--- src/rtl/sdram_arbiter.sv ---
// Round-robin arbiter sharing one sdram_ctrl internal interface between NUM_PORTS requesters.
// Latency: 1 cycle from acc_i to ctrl_acc_o; one idle bubble between consecutive grants.
// Backpressure: a non-granted port keeps acc_i high and waits; a port is never switched until ctrl_idle_i.
//
// Ports:
//   sdram_clk, sdram_rst       clock, synchronous active-high reset
//   acc_i/we_i/dv_i            per-port request, write enable, write-data valid (one bit per port)
//   adr_i/dat_i/sel_i          per-port address (32b), write data (16b), byte select (2b), port p at slice p
//   ack_o/vld_o                per-port ack and read-data valid, only the granted port ever sees them
//   dat_o/adr_o                read data/address from the controller, broadcast to every port
//   grant_o                    one-hot current owner (status)
//   ctrl_*                     single-master interface towards sdram_ctrl
module sdram_arbiter #(
  parameter int NUM_PORTS  = 2,
  parameter int MAX_HOLD   = 0,
  parameter int HOLD_WIDTH = 16
) (
  input  logic                    sdram_clk,
  input  logic                    sdram_rst,

  input  logic [NUM_PORTS-1:0]    acc_i,
  input  logic [NUM_PORTS-1:0]    we_i,
  input  logic [NUM_PORTS-1:0]    dv_i,
  input  logic [32*NUM_PORTS-1:0] adr_i,
  input  logic [16*NUM_PORTS-1:0] dat_i,
  input  logic [2*NUM_PORTS-1:0]  sel_i,
  output logic [NUM_PORTS-1:0]    ack_o,
  output logic [NUM_PORTS-1:0]    vld_o,
  output logic [15:0]             dat_o,
  output logic [31:0]             adr_o,
  output logic [NUM_PORTS-1:0]    grant_o,

  input  logic                    ctrl_idle_i,
  output logic                    ctrl_acc_o,
  output logic                    ctrl_we_o,
  output logic                    ctrl_dv_o,
  output logic [31:0]             ctrl_adr_o,
  output logic [15:0]             ctrl_dat_o,
  output logic [1:0]              ctrl_sel_o,
  input  logic                    ctrl_ack_i,
  input  logic                    ctrl_vld_i,
  input  logic [15:0]             ctrl_dat_i,
  input  logic [31:0]             ctrl_adr_i
);

  localparam int IDX_W = (NUM_PORTS > 1) ? $clog2(NUM_PORTS) : 1;

  typedef enum logic [1:0] {
    IDLE  = 2'd0,
    GRANT = 2'd1,
    DRAIN = 2'd2
  } state_t;

  state_t                state, state_nxt;
  logic [IDX_W-1:0]      g, g_nxt;
  logic [IDX_W-1:0]      last, last_nxt;
  logic [NUM_PORTS-1:0]  grant, grant_nxt;
  logic [HOLD_WIDTH-1:0] hold_cnt, hold_nxt;

  // Per-port slices unpacked so port g can be selected with a plain index.
  logic [31:0] adr_arr [NUM_PORTS];
  logic [15:0] dat_arr [NUM_PORTS];
  logic [1:0]  sel_arr [NUM_PORTS];

  always_comb begin
    for (int p = 0; p < NUM_PORTS; p++) begin
      adr_arr[p] = adr_i[32*p +: 32];
      dat_arr[p] = dat_i[16*p +: 16];
      sel_arr[p] = sel_i[2*p +: 2];
    end
  end

  // Round-robin pick: first requester after the last owner, wrapping.
  logic             pick_found;
  logic [IDX_W-1:0] pick_idx;
  logic [IDX_W-1:0] cand;

  always_comb begin
    pick_found = 1'b0;
    pick_idx   = last;
    cand       = last;
    for (int k = 1; k <= NUM_PORTS; k++) begin
      cand = IDX_W'((int'(last) + k) % NUM_PORTS);
      if (!pick_found && acc_i[cand]) begin
        pick_found = 1'b1;
        pick_idx   = cand;
      end
    end
  end

  // Hold limit reached: the owner has had MAX_HOLD grant cycles including this one.
  logic hold_expired;

  generate
    if (MAX_HOLD == 0) begin : g_no_limit
      assign hold_expired = 1'b0;
    end else if (MAX_HOLD == 1) begin : g_limit_one
      assign hold_expired = 1'b1;
    end else begin : g_limit
      localparam logic [HOLD_WIDTH-1:0] HOLD_LIM = HOLD_WIDTH'(MAX_HOLD - 1);
      assign hold_expired = (hold_cnt >= HOLD_LIM);
    end
  endgenerate

  logic other_req;
  logic preempt;

  assign other_req = |(acc_i & ~grant);
  assign preempt   = hold_expired && other_req;

  // Next-state and output decode. ctrl_acc_o depends only on state and acc_i,
  // never on ctrl_idle_i.
  logic route;

  always_comb begin
    state_nxt  = state;
    g_nxt      = g;
    last_nxt   = last;
    grant_nxt  = grant;
    hold_nxt   = hold_cnt;
    route      = 1'b0;
    ctrl_acc_o = 1'b0;
    ctrl_dv_o  = 1'b0;
    ctrl_we_o  = 1'b0;
    ctrl_adr_o = '0;
    ctrl_dat_o = '0;
    ctrl_sel_o = '0;
    ack_o      = '0;
    vld_o      = '0;

    case (state)
      IDLE: begin
        if (pick_found && ctrl_idle_i) begin
          state_nxt           = GRANT;
          g_nxt               = pick_idx;
          last_nxt            = pick_idx;
          grant_nxt           = '0;
          grant_nxt[pick_idx] = 1'b1;
          hold_nxt            = '0;
        end
      end

      GRANT: begin
        route      = 1'b1;
        ctrl_acc_o = acc_i[g];
        ctrl_dv_o  = dv_i[g];
        if (!(&hold_cnt)) begin
          hold_nxt = hold_cnt + 1'b1;
        end
        // Release wins over everything; preemption only matters while still requesting.
        if (!acc_i[g] || preempt) begin
          state_nxt = DRAIN;
        end
      end

      DRAIN: begin
        // Late acks and read beats of the open access still belong to port g.
        route = 1'b1;
        if (ctrl_idle_i) begin
          state_nxt = IDLE;
          grant_nxt = '0;
        end
      end

      default: begin
        state_nxt = IDLE;
        grant_nxt = '0;
      end
    endcase

    if (route) begin
      ctrl_we_o  = we_i[g];
      ctrl_adr_o = adr_arr[g];
      ctrl_dat_o = dat_arr[g];
      ctrl_sel_o = sel_arr[g];
      ack_o[g]   = ctrl_ack_i;
      vld_o[g]   = ctrl_vld_i;
    end
  end

  always_ff @(posedge sdram_clk) begin
    if (sdram_rst) begin
      state    <= IDLE;
      g        <= '0;
      last     <= IDX_W'(NUM_PORTS - 1);
      grant    <= '0;
      hold_cnt <= '0;
    end else begin
      state    <= state_nxt;
      g        <= g_nxt;
      last     <= last_nxt;
      grant    <= grant_nxt;
      hold_cnt <= hold_nxt;
    end
  end

  assign grant_o = grant;
  assign dat_o   = ctrl_dat_i;
  assign adr_o   = ctrl_adr_i;

endmodule

--- config.mk ---
export PLATFORM = sky130hd
export DESIGN_NAME = sdram_arbiter
export DESIGN_NICKNAME = d
export VERILOG_FILES = /design/src/rtl/sdram_arbiter.sv
export SDC_FILE = /design/constraint.sdc
export NUM_CORES = 1
export LEC_CHECK = 0
export BUFFER_PORTS_ARGS = -buffer_cell sky130_fd_sc_hd__buf_2
export CAP_MARGIN = 20
export CORE_AREA = 4 4 100 102
export CTS_BUF_LIST = sky130_fd_sc_hd__clkbuf_4
export DETAILED_ROUTE_END_ITERATION = 16
export DIE_AREA = 0 0 104 106
export SYNTH_ARGS = -nofsm -noshare
export SYNTH_HDL_FRONTEND = slang
export SYNTH_SLANG_ARGS = --single-unit
--- constraint.sdc ---
create_clock -name sdram_clk -period 1.4 [get_ports sdram_clk]
set_clock_uncertainty 0.05 [all_clocks]
set_input_delay 0.21 -clock sdram_clk [delete_from_list [all_inputs] [get_ports sdram_clk]]
set_output_delay 0.21 -clock sdram_clk [all_outputs]
set_load 0.005 [all_outputs]
Word-level counts from Yosys, hierarchy flattened. Cells that the tools add are included.

Flip-flop bits (word level): 6. Input port bits: 159. Output and inout port bits: 107. Word-level logic and storage cells: 74.

Add/sub/neg operators: 2. Order comparisons: 7. Equal/unequal tests: 5. Multiplexer cells: 42. Bitwise logic cells: 4. Reductions and logical operators: 10.

Operator list (number): $mux 32 (4); $mux 16 (4); $mux 1 (20); $mux 2 (10); $pmux 2 s3 (2); $lt 1x2->1 const B (4); $ne 2x2->1 const B (3); $reduce_and 3->1 (2); $and 2x2->2 (2); $logic_and 1x1->1 (4); $add 1x1->1 const B (2); $demux 1 s1 (2); $eq 2x1->1 const B (1); $eq 2x2->1 const B (1); $ge 1x1->1 const B (2); $ge 2x2->1 const B (1); $logic_not 2->1 (1); $not 1->2 (1); $reduce_and 2->1 (1); $reduce_or 2->1 (1); $logic_not 1->1 (1); $not 1->1 (1).

Longest topological paths before layout.
Depth after elaboration: 13. Depth in mapped cells: 5. Depth with buffers taken out: 5.

Least setup slack after synthesis. Ideal clock, no wire load.

Path type: flip-flop to flip-flop. Start point: reg state[0]. End point: reg grant[0], in the netlist grant_o[0]. Library setup time: 121 ps. Arrival time: 1324 ps. Data required time: 1229 ps. Slack: -95 ps. Cell stages (with the launch flop): 6. Path buffers: 0. Period minus slack after synthesis: 1495 ps. Cell sequence: dfxtp_1 inv_1 ha_1 o21bai_1 o211a_1 mux2_4.

Word-level cells in the longest chain between the ends: 3. Elaborated cells between the ends (all ways): 8. Classes of those cells: 4 x eq/ne; 1 x mux; 1 x bitwise; 2 x reduce/logical.

Ends and longest elaborated chain: start, declared (RTL line 54) `state_t state, state_nxt;`; start signal, assigned (RTL line 189) `state <= state_nxt;`; $eq 2x2->1, or another cell as far along (RTL line 131) `case (state)`; $ne 2x2->1 (no source line) or $not 1->1 (tied branches); $reduce_and 3->1 (no source line); end signal, assigned (RTL line 192) `grant <= grant_nxt;`; end, declared (RTL line 57) `logic [NUM_PORTS-1:0] grant, grant_nxt;`.

Several ways; a longest one is shown, not always the timed one. A chain may end at the register's enable or synchronous reset.

Final worst setup path.
Start point: reg g. End point: out ctrl_adr_o[2].

Word-level cells in the longest chain between the ends: 5.

Ends and longest elaborated chain: start, declared (RTL line 55) `logic [IDX_W-1:0] g, g_nxt;`; start signal, assigned (RTL line 190) `g <= g_nxt;`; $not 1->2 (implied by the code) (RTL line 173) `ctrl_adr_o = adr_arr[g];`; $mux 32 (implied by the code) (3 in series) (RTL line 173); $mux 32 (RTL line 171) `if (route) begin`; end, declared (RTL line 37) `output logic [31:0] ctrl_adr_o,`.

Every way passes these cells. The select of a mux whose other input is x is not followed.

==> impl_metrics.tcl <==
set metrics [dict create \
    dieHeight_um 106 \
    clkSinkCount 6 \
    reg2regPathDepth 5 \
    globalRoute.totalOverflow 0 \
    switching_share_pct 39.2 \
    grt_pass1_wl_um 8800 \
    yosys_register_bits 6 \
    synthTopCellsByArea "mux2i_1 (32%), buf_4 (21%), nor2b_1 (20%)" \
    synth_area_leader_cell "mux2i_1" \
    status "finished with violations" \
    clkTransAtPathRegs_ps 60 \
    dieArea_um2 11000 \
    intPower_uw 2110 \
    grt_pass1_vias 1777 \
    irDropWorstVdd_mv 0.718 \
    grt.total_usage_pct 9.50 \
    leakagePower_uw 0.00129 \
    die_x_um 104 \
    routed_wl_um 6110 \
    grt_max_degree 29 \
    routedWlPerCell_um 13.8 \
    vias 1818 \
    clock-root-buffer "clkbuf_4" \
    hold_viol 0 \
    path_buf_inv 2 \
    r2r_end "grant_o[0]" \
    endpoint_kind "output port" \
    syn2layout_area_growth_pct 54.1 \
    syn_nets 368 \
    setup_slack_ps -247 \
    synth_top_area_share_pct 31.5 \
    synth_area_um2 1680 \
    max_slew.worst_pin.slew_ps 208 \
    cts_buffer_depth 2 \
    synth_cells 206 \
    pwr-share-comb_pct 86.1 \
    final_nets 493 \
    min_to "state[1]" \
    synthArstFlopShare_pct 0 \
    cp-start-kind "flop" \
    port_buffers 169 \
    r2r-start "state[1]" \
    min_path_cells 2 \
    numCtsBuffers 3 \
    ys_types 26 \
    critPathKind "reg -> out" \
    drc 0 \
    path_cells "bufbuf_16, mux2i_1, nor2b_2, buf_2" \
    slowest_stage "dfxtp_4" \
    diodes 0 \
    antenna_left 0 \
    ios 266 \
    cts_tree "yes" \
    pwr-share-clk_pct 5.8 \
    synth_edf_count 0 \
    layout-drive-gt1-share_pct 64.5 \
    p_switching_uw 1360 \
    dr.first_iter.drc_count 30 \
    core_area_um2 9110 \
    syn_avg_cell_area_um2 8.16 \
    min_from "sdram_rst" \
    crit_fanout 7 \
    critical_path.top_delay_family "flip-flops" \
    rrSetupSlack_ps -40 \
    slew_viol_final 0 \
    violations "negative setup slack" \
    initial_utilization_pct 18.5 \
    gp_congestion 0.715 \
    vias_per_cell 4.12 \
    antenna_found_initial 0 \
    std_cell_rows 35 \
    fin_crit_sh_pct 118 \
    ys_seq_area_share_pct 7.14 \
    hpwl_um 4840 \
    firstDrtPassIters 2 \
    rsz0062_at_grt "true" \
    yosysWarnings 0 \
    worstPathArrival_ps 1390 \
    power_density_nw_per_um2 1340 \
    slowest_delay_ps 440 \
    timing.fmax_ghz 0.607 \
    synthFlopType "dfxtp_1" \
    fin_util_pct 28.4 \
    setup_viol 59 \
    fin_crit_ps 1650 \
    design_area_um2 2590 \
    worstPathRequired_ps 1140 \
    hold_path.class "in -> reg" \
    placed_cell_area_um2 2330 \
    clk_latency_ps 250 \
    holdWs_ps 162 \
    drv_cap 0 \
    h-tree-depth 1 \
    seqPwrFrac_pct 8.1 \
    relSlewSlack_pct 85.8 \
]
[cells in the mapped netlist, drive strengths merged (2+ instances only)]
library cell / number
mux2i: 54
clkbuf: 6
ha: 3
nor2b: 55
and3b: 2
nor2: 4
mux2: 2
nand2b: 2
and3: 2
dfxtp: 6
inv: 3
nand3: 2
buf: 55
[final cells by class]
class / count / area, µm²
Clock buffer: 4 / 30.0
Fill cell: 975 / 6520
Inverter: 3 / 13.8
Multi-Input combinational cell: 136 / 1220
Sequential cell: 6 / 126
Tap cell: 111 / 139
Timing Repair Buffer: 181 / 1060
[cells by family (layout without fill, tap and decap cells)]
logic type      after synthesis  count (layout)  share of synthesized area (%)
compound gates                8               8                           3.94
fa+ha+maj                     3               3                           2.23
buf+inv                      64             188                           27.4
flops                         6               6                           7.14
mux                          56              56                           34.2
simple gates                 69              69                           25.1
[worst max path at each step]
stage / depth (start not counted) / startpoint / to
floorplan: 5 / state[0] / grant_o[0]
global route: 4 / g / ctrl_adr_o[9]
finish: 4 / g / ctrl_adr_o[2]
CTS: 5 / state[1] / ctrl_adr_o[11]
detailed placement: 5 / state[1] / ctrl_adr_o[11]
global placement: 5 / state[0] / grant_o[0]
[worst reg2reg max path: stages, from the launching register on]
cell and delay [ps]:
dfxtp_2 330, buf_4 140, ha_2 190, o21bai_4 140, o211a_4 190, mux2_4 290
[routing by layer]
metal / vias up / routed length, µm / track usage [%]
met1: 779 / 2120 / 10.1
met2: 137 / 3190 / 17.5
li1: 886 / - / -
met5: - / 0 / 0
met4: 0 / 69 / 2.66
met3: 16 / 725 / 3.70
[per-stage QoR]
stage / total power, µW / setup WS, ps / std cells / TNS, ps
detailed placement: 2980 / -48.3 / 431 / -69.0
floorplan: 1890 / 10.2 / 206 / 0
global placement: 2920 / 11.5 / 431 / 0
finish: 3460 / -247 / 441 / -11590
CTS: 3380 / -257 / 439 / -12640
global route: 3760 / -302 / 441 / -15420
[registers in the layout (all words and copies together), names as in the netlist]
name     cells
last         1
g            1
grant_o      2
state        2
[power by group through the flow]
stage | logic [µW] | clock network (µW) | registers [µW]
global placement | 2650 | 0 | 270
CTS | 2890 | 212 | 275
global route | 3250 | 217 | 288
detailed placement | 2700 | 0 | 275
floorplan | 1630 | 0 | 260
finish | 2980 | 200 | 279
[cell usage in the layout, fill, tap and decap left out, types with 2 or more instances in the layout]
cell        n
buf_2     169
nor2b_1    47
clkbuf_4    4
buf_6       3
and3b_1     2
mux2_4      2
buf_12      4
buf_4       2
nor2_1      4
dfxtp_2     2
mux2i_1    48
nand3_1     2
nor2b_2     6
dfxtp_1     3
nor2b_4     2
mux2i_4     3
and3_1      2
mux2i_2     3
[repair_timing]
item,4_1_cts,5_1_grt
hold buffers,0,0
endpoints found under the setup margin,58,61
resized for setup,12,16
cloned,2,1
pin swaps,2,1
endpoints found under the hold margin,0,0
buffers inserted,2,2
No activity file was read; power rests on OpenSTA's default activity.
